### src/rtl/gate_mux_scheduler.sv
// Shares one logic-gate mux between two requesters: round-robin arbitration, then the full
// mux handshake (enable, operand pulses, final ack, result wait, recycle) and a done pulse.
module gate_mux_scheduler #(
  parameter int WAIT_LIMIT = 12
) (
  input  logic       clk,
  input  logic       reset,
  input  logic [1:0] req,
  input  logic [7:0] cmd_gate,
  input  logic [3:0] cmd_ninp,
  input  logic [7:0] cmd_ops,
  output logic [1:0] grant,
  output logic [1:0] done,
  output logic       result,
  output logic [2:0] status,
  output logic       busy,
  output logic       mux_en,
  output logic [3:0] mux_gate_type,
  output logic [1:0] mux_no_of_inp,
  output logic [3:0] mux_op,
  output logic       mux_op_ack_in_pulse,
  output logic       mux_final_inp_ack,
  output logic       mux_err_clr,
  output logic       mux_reset_n,
  input  logic       mux_out,
  input  logic       mux_op_ack_out,
  input  logic       mux_time_lim_err,
  input  logic [1:0] mux_inp_num_err
);

  typedef enum logic [2:0] {
    S_IDLE, S_ARB, S_START, S_FEED, S_FINAL, S_WAIT, S_RECYCLE, S_DONE
  } state_t;

  localparam logic [7:0] LIM_M1 = 8'(WAIT_LIMIT - 1);

  state_t     r_state, w_next;
  logic       r_last;
  logic [1:0] r_pcnt;
  logic [7:0] r_wcnt;
  logic [2:0] r_code, w_code;
  logic       r_res, w_res;
  logic [1:0] r_grant, r_done;
  logic       r_result, r_busy, r_mux_en, r_pulse, r_final, r_err_clr, r_mux_reset_n;
  logic [2:0] r_status;
  logic [3:0] r_gate, r_ops;
  logic [1:0] r_ninp;
  logic       w_pick, w_illegal;
  logic [3:0] w_gate, w_ops;
  logic [1:0] w_ninp;

  always_comb begin
    w_pick    = (req == 2'b11) ? ~r_last : req[1];
    w_gate    = r_grant[1] ? cmd_gate[7:4] : cmd_gate[3:0];
    w_ninp    = r_grant[1] ? cmd_ninp[3:2] : cmd_ninp[1:0];
    w_ops     = r_grant[1] ? cmd_ops[7:4]  : cmd_ops[3:0];
    w_illegal = (w_gate < 4'd2) || (w_gate > 4'd8);
  end

  always_comb begin
    w_next = r_state;
    w_code = r_code;
    w_res  = r_res;
    case (r_state)
      S_IDLE:  if (|req) w_next = S_ARB;
      S_ARB: begin
        w_code = w_illegal ? 3'b101 : 3'b000;
        w_res  = 1'b0;
        w_next = w_illegal ? S_DONE : S_START;
      end
      S_START: w_next = S_FEED;
      S_FEED:  if (r_pcnt == r_ninp) w_next = S_FINAL;
      S_FINAL: w_next = S_WAIT;
      S_WAIT: begin
        // errors outrank a simultaneous result-valid
        w_next = S_RECYCLE;
        if (mux_time_lim_err)               w_code = 3'b001;
        else if (mux_inp_num_err == 2'b10)  w_code = 3'b010;
        else if (mux_inp_num_err == 2'b01)  w_code = 3'b011;
        else if (mux_op_ack_out) begin
          w_code = 3'b000;
          w_res  = mux_out;
        end
        else if (r_wcnt == LIM_M1)          w_code = 3'b100;
        else                                w_next = S_WAIT;
      end
      S_RECYCLE: w_next = S_DONE;
      S_DONE:    w_next = S_IDLE;
      default:   w_next = S_IDLE;
    endcase
  end

  // outputs are registered from the next state so they line up with the state they belong to
  always_ff @(posedge clk) begin
    if (!reset) begin
      r_state       <= S_IDLE;
      r_last        <= 1'b1;
      r_pcnt        <= 2'd0;
      r_wcnt        <= 8'd0;
      r_code        <= 3'd0;
      r_res         <= 1'b0;
      r_grant       <= 2'd0;
      r_done        <= 2'd0;
      r_result      <= 1'b0;
      r_status      <= 3'd0;
      r_busy        <= 1'b0;
      r_mux_en      <= 1'b0;
      r_pulse       <= 1'b0;
      r_final       <= 1'b0;
      r_err_clr     <= 1'b0;
      r_mux_reset_n <= 1'b0;
      r_gate        <= 4'd0;
      r_ninp        <= 2'd0;
      r_ops         <= 4'd0;
    end else begin
      r_state <= w_next;
      r_code  <= w_code;
      r_res   <= w_res;
      if (r_state == S_IDLE && |req) begin
        r_last  <= w_pick;
        r_grant <= w_pick ? 2'b10 : 2'b01;
      end else if (w_next == S_IDLE) begin
        r_grant <= 2'd0;
      end
      if (r_state == S_ARB) begin
        r_gate <= w_gate;
        r_ninp <= w_ninp;
        r_ops  <= w_ops;
      end else if (w_next == S_IDLE) begin
        r_gate <= 4'd0;
        r_ninp <= 2'd0;
        r_ops  <= 4'd0;
      end
      r_pcnt        <= (r_state == S_FEED) ? r_pcnt + 2'd1 : 2'd0;
      r_wcnt        <= (r_state == S_WAIT) ? r_wcnt + 8'd1 : 8'd0;
      r_busy        <= (w_next != S_IDLE);
      r_mux_en      <= (w_next == S_START);
      r_pulse       <= (w_next == S_FEED);
      r_final       <= (w_next == S_FINAL);
      r_mux_reset_n <= (w_next != S_RECYCLE);
      r_err_clr     <= (w_next == S_RECYCLE) && (w_code != 3'b000);
      r_done        <= (w_next == S_DONE) ? r_grant : 2'd0;
      r_result      <= (w_next == S_DONE) && w_res;
      r_status      <= (w_next == S_DONE) ? w_code : 3'd0;
    end
  end

  assign grant               = r_grant;
  assign done                = r_done;
  assign result              = r_result;
  assign status              = r_status;
  assign busy                = r_busy;
  assign mux_en              = r_mux_en;
  assign mux_gate_type       = r_gate;
  assign mux_no_of_inp       = r_ninp;
  assign mux_op              = r_ops;
  assign mux_op_ack_in_pulse = r_pulse;
  assign mux_final_inp_ack   = r_final;
  assign mux_err_clr         = r_err_clr;
  assign mux_reset_n         = r_mux_reset_n;

endmodule
### config.mk
export PLATFORM = sky130hd
export DESIGN_NAME = gate_mux_scheduler
export DESIGN_NICKNAME = d
export VERILOG_FILES = /design/src/rtl/gate_mux_scheduler.sv
export SDC_FILE = /design/constraint.sdc
export NUM_CORES = 1
export LEC_CHECK = 0
export ABC_CLOCK_PERIOD_IN_PS = 2100
export BUFFER_PORTS_ARGS = -buffer_cell sky130_fd_sc_hd__buf_2
export CORE_MARGIN = 2
export CORE_UTILIZATION = 45
export CTS_CLUSTER_SIZE = 16
export DETAILED_ROUTE_END_ITERATION = 16
export PLACE_DENSITY_LB_ADDON = 0.12
export RECOVER_POWER = 50
export SYNTH_ARGS = -nofsm -noshare
export SYNTH_HDL_FRONTEND = slang
export SYNTH_SLANG_ARGS = --single-unit
export TNS_END_PERCENT = 30
### constraint.sdc
create_clock -name clk -period 2.1 [get_ports clk]
set_clock_uncertainty 0.05 [all_clocks]
set_input_delay 0.105 -clock clk [delete_from_list [all_inputs] [get_ports clk]]
set_output_delay 0.105 -clock clk [all_outputs]
set_load 0.1 [all_outputs]
==> flow_summary.yaml <==
place:
  hpwlAfterDp_um: 2880
  gp_congestion: 0.791
  placed_area_um2: 2220
  dp_slack_ps: 124
  io_buffers: 52
cts:
  cts_sinks: 42
  root_buffer: "clkbuf_8"
  postCtsSetupRepairBufs: 0
  cts_buffers: 5
  cts_resized: 0
  cts_hold_buf: 0
  cts_tree: "built"
  clock_latency_ps: 300
  max-clock-path-buffers: 2
  cts-htree-levels: 2
  path_clk_slew_ps: 80
critical_path:
  crit_arrival_ps: 1990
  cpMostUsedCell: "a2111oi_4"
  cp-start-kind: "flip-flop"
  path_cells: "nand2b_1 -> a2111oi_4 -> a2111oi_4 -> nor4b_1"
  worstSetupPathType: "reg2reg"
  ff2ff_setup_slack_ps: 250
  critPathLaunch: "r_state[0]$_SDFF_PN0_"
  critPathMaxFanout: 12
  reg2regPathDepth: 4
  critPathSlowestCell: "dfxtp_1"
  r2r-end: "mux_op_ack_in_pulse$_SDFF_PN0_"
  r2r-start: "r_state[0]$_SDFF_PN0_"
  required_ps: 2240
  critical-path-max-stage-delay_ps: 540
  end_kind: "flip-flop"
power:
  powerDensity_nw_per_um2: 1060
  p_leak_uw: 0.000881
  ir_drop_v: 0.000547
synthesis:
  syn-cell-area_um2: 1890
  syn_inst: 205
  synthArstFlopShare_pct: 0
  synth_cell_types: 52
  synth_seq_cells: 42
  synthFlopType: "dfxtp_1"
  postSynthAreaPerCell_um2: 9.20
  ys_warn_count: 0
  synth-edff-count: 0
  synth.net_count: 235
  ys_seq_area_share_pct: 44.6
final_layout:
  fin_nets: 291
  area_growth_pct: 21.5
  drive_gt1_share_pct: 20.3
  antenna_cells: 0
  fin_area_um2: 2290
detailed_routing:
  wl_per_cell_um: 12.6
  dr.pass1.iters: 4
  drtIter0Drc: 78
  avgViaCountPerCell: 5.01
  vias: 1559
  ant_nets: 0
  drc: 0
  wirelength_um: 3920
worst_hold_path:
  min_to: "mux_op[2]$_SDFFE_PN0P_"
  hp-start: "cmd_ops[2]"
  hp-class: "in2reg"
  hold_depth: 3
timing:
  rsz0062_at_grt: "no"
  worstMarginPinSlew_ps: 1170
  setup_violations: 0
  fin_crit_ps: 1850
  max_freq_mhz: 540
  relSlewSlack_pct: 22.1
  final.setup.tns_ps: 0
  hold_violations: 0
  setup_slack_ps: 248
  whs_ps: 22.3
  period_share_pct: 88.2
  final_max_slew_viol_count: 0
floorplan:
  io_pins: 53
  coreArea_um2: 4030
  die_w_um: 68.8
  rows: 23
  start_util_pct: 46.8
  die_area_um2: 4730
  die_h_um: 68.8
grt:
  grt_util_all_layers_pct: 18.2
  busiest_layer: "met2"
  grt_util_met1_pct: 24.6
  grt_overflow: 0
  grt_first_pass_wirelength_um: 6280
  use_met3_pct: 4.87
  grt_pass1_vias: 1371
  antenna_found_initial: 0
  use_met2_pct: 26.9
  grt_max_degree: 21
flow_run:
  maxCapViolCount: 0
status:
  status: "complete, no violations"
-- per-layer routing --
layer / wire length (um) / vias up
met5: 0 / -
met4: 68 / 0
met3: 277 / 6
met2: 1600 / 50
met1: 1970 / 682
li1: - / 821
-- Yosys cell counts, drive strengths merged, types with 2 or more instances --
library cell  number  area [um^2]
mux2i             10          100
clkbuf             2         7.51
xor2               6         52.6
nor2              21         81.3
dfxtp             42          841
or4b               2         23.8
a21oi              6         45.1
inv                6         22.5
nand2             21         78.8
o211ai             3         27.5
nand3             10         50.1
and3               3         18.8
and3b              2         17.5
a21boi             2         15.0
xnor2              4         35.0
o21a               3         22.5
a2111oi            2         55.1
nor3               4         20.0
o21ai             18         93.8
buf                7         32.5
nor2b             10         70.1
-- cells by family (layout without fill, tap and decap cells) --
family	after synthesis	in the layout	synth area share [%]
flip-flops	42	42	44.6
AND/OR/NAND/NOR	83	83	22.9
AO/OA/AOI/OAI	43	43	18.4
multiplexers	10	10	5.31
XOR/XNOR	10	10	4.64
buffers and inverters	16	72	3.51
adder cells (fa/ha/maj)	1	1	0.663
-- worst max path at each step --
stage                     slack (ps)                        endpoint  cells after the start
after floorplan                   20               mux_en$_SDFF_PN0_                      5
after global placement           110  mux_op_ack_in_pulse$_SDFF_PN0_                      4
after detailed placement         120  mux_op_ack_in_pulse$_SDFF_PN0_                      4
after CTS                         80  mux_op_ack_in_pulse$_SDFF_PN0_                      4
after global routing              50          mux_op[1]$_SDFFE_PN0P_                      5
final                            250  mux_op_ack_in_pulse$_SDFF_PN0_                      4
-- cell usage in the layout (no fill, tap or decap), types with 2 or more instances in the layout --
master and instances:
a2111oi_4 2, a21boi_0 2, a21oi_1 4, and3_1 3, and3b_1 2, buf_2 29
buf_4 4, clkbuf_1 25, clkbuf_8 6, dfxtp_1 41, inv_1 6, mux2i_1 10
nand2_1 21, nand3_1 10, nor2_1 20, nor2b_1 9, nor3_1 4, o211ai_1 2
o21a_1 3, o21ai_0 6, o21ai_1 11, xnor2_1 4, xor2_1 6
-- worst max-delay path, delay by kind of cell, from the launching register on --
kind            cells  cell delay, ps
compound gates      2             590
simple gates        2             570
flops               1             540
-- power breakdown --
part / switching [uW] / internal [uW]
sequential: 61.2 / 876
clock: 270 / 380
combinational: 643 / 204
total: 973 / 1460
-- state kept, by name, summed over array words and instances, names as in the netlist --
| name | count |
|---|---|
| status | 3 |
| mux_op | 4 |
| r_pcnt | 2 |
| r_last | 1 |
| r_wcnt | 8 |
| r_res | 1 |
| busy | 1 |
| mux_en | 1 |
| r_code | 3 |
| mux_reset_n | 1 |
| grant | 2 |
| r_state | 3 |
| mux_gate_type | 4 |
| mux_op_ack_in_pulse | 1 |
| mux_no_of_inp | 2 |
| mux_final_inp_ack | 1 |
| done | 2 |
| mux_err_clr | 1 |
| result | 1 |
-- final cells by class --
| type | instances | area (um^2) |
|---|---|---|
| Inverter | 7 | 26.3 |
| Multi-Input combinational cell | 147 | 980 |
| Clock inverter | 1 | 30.0 |
| Fill cell | 390 | 1740 |
| Timing Repair Buffer | 58 | 269 |
| Tap cell | 50 | 62.6 |
| Clock buffer | 6 | 82.6 |
| Sequential cell | 42 | 842 |
-- per-stage QoR --
| stage | std cells | power (uW) | utilization (%) |
|---|---|---|---|
| finish | 311 | 2430 | 56.9 |
| floorplan | 205 | 1660 | - |
| global route | 311 | 2550 | 56.9 |
| CTS | 311 | 2470 | 57.8 |
| detailed placement | 304 | 1820 | 55.0 |
| global placement | 304 | 1820 | 55.0 |
(Power assumes the default switching activity.)
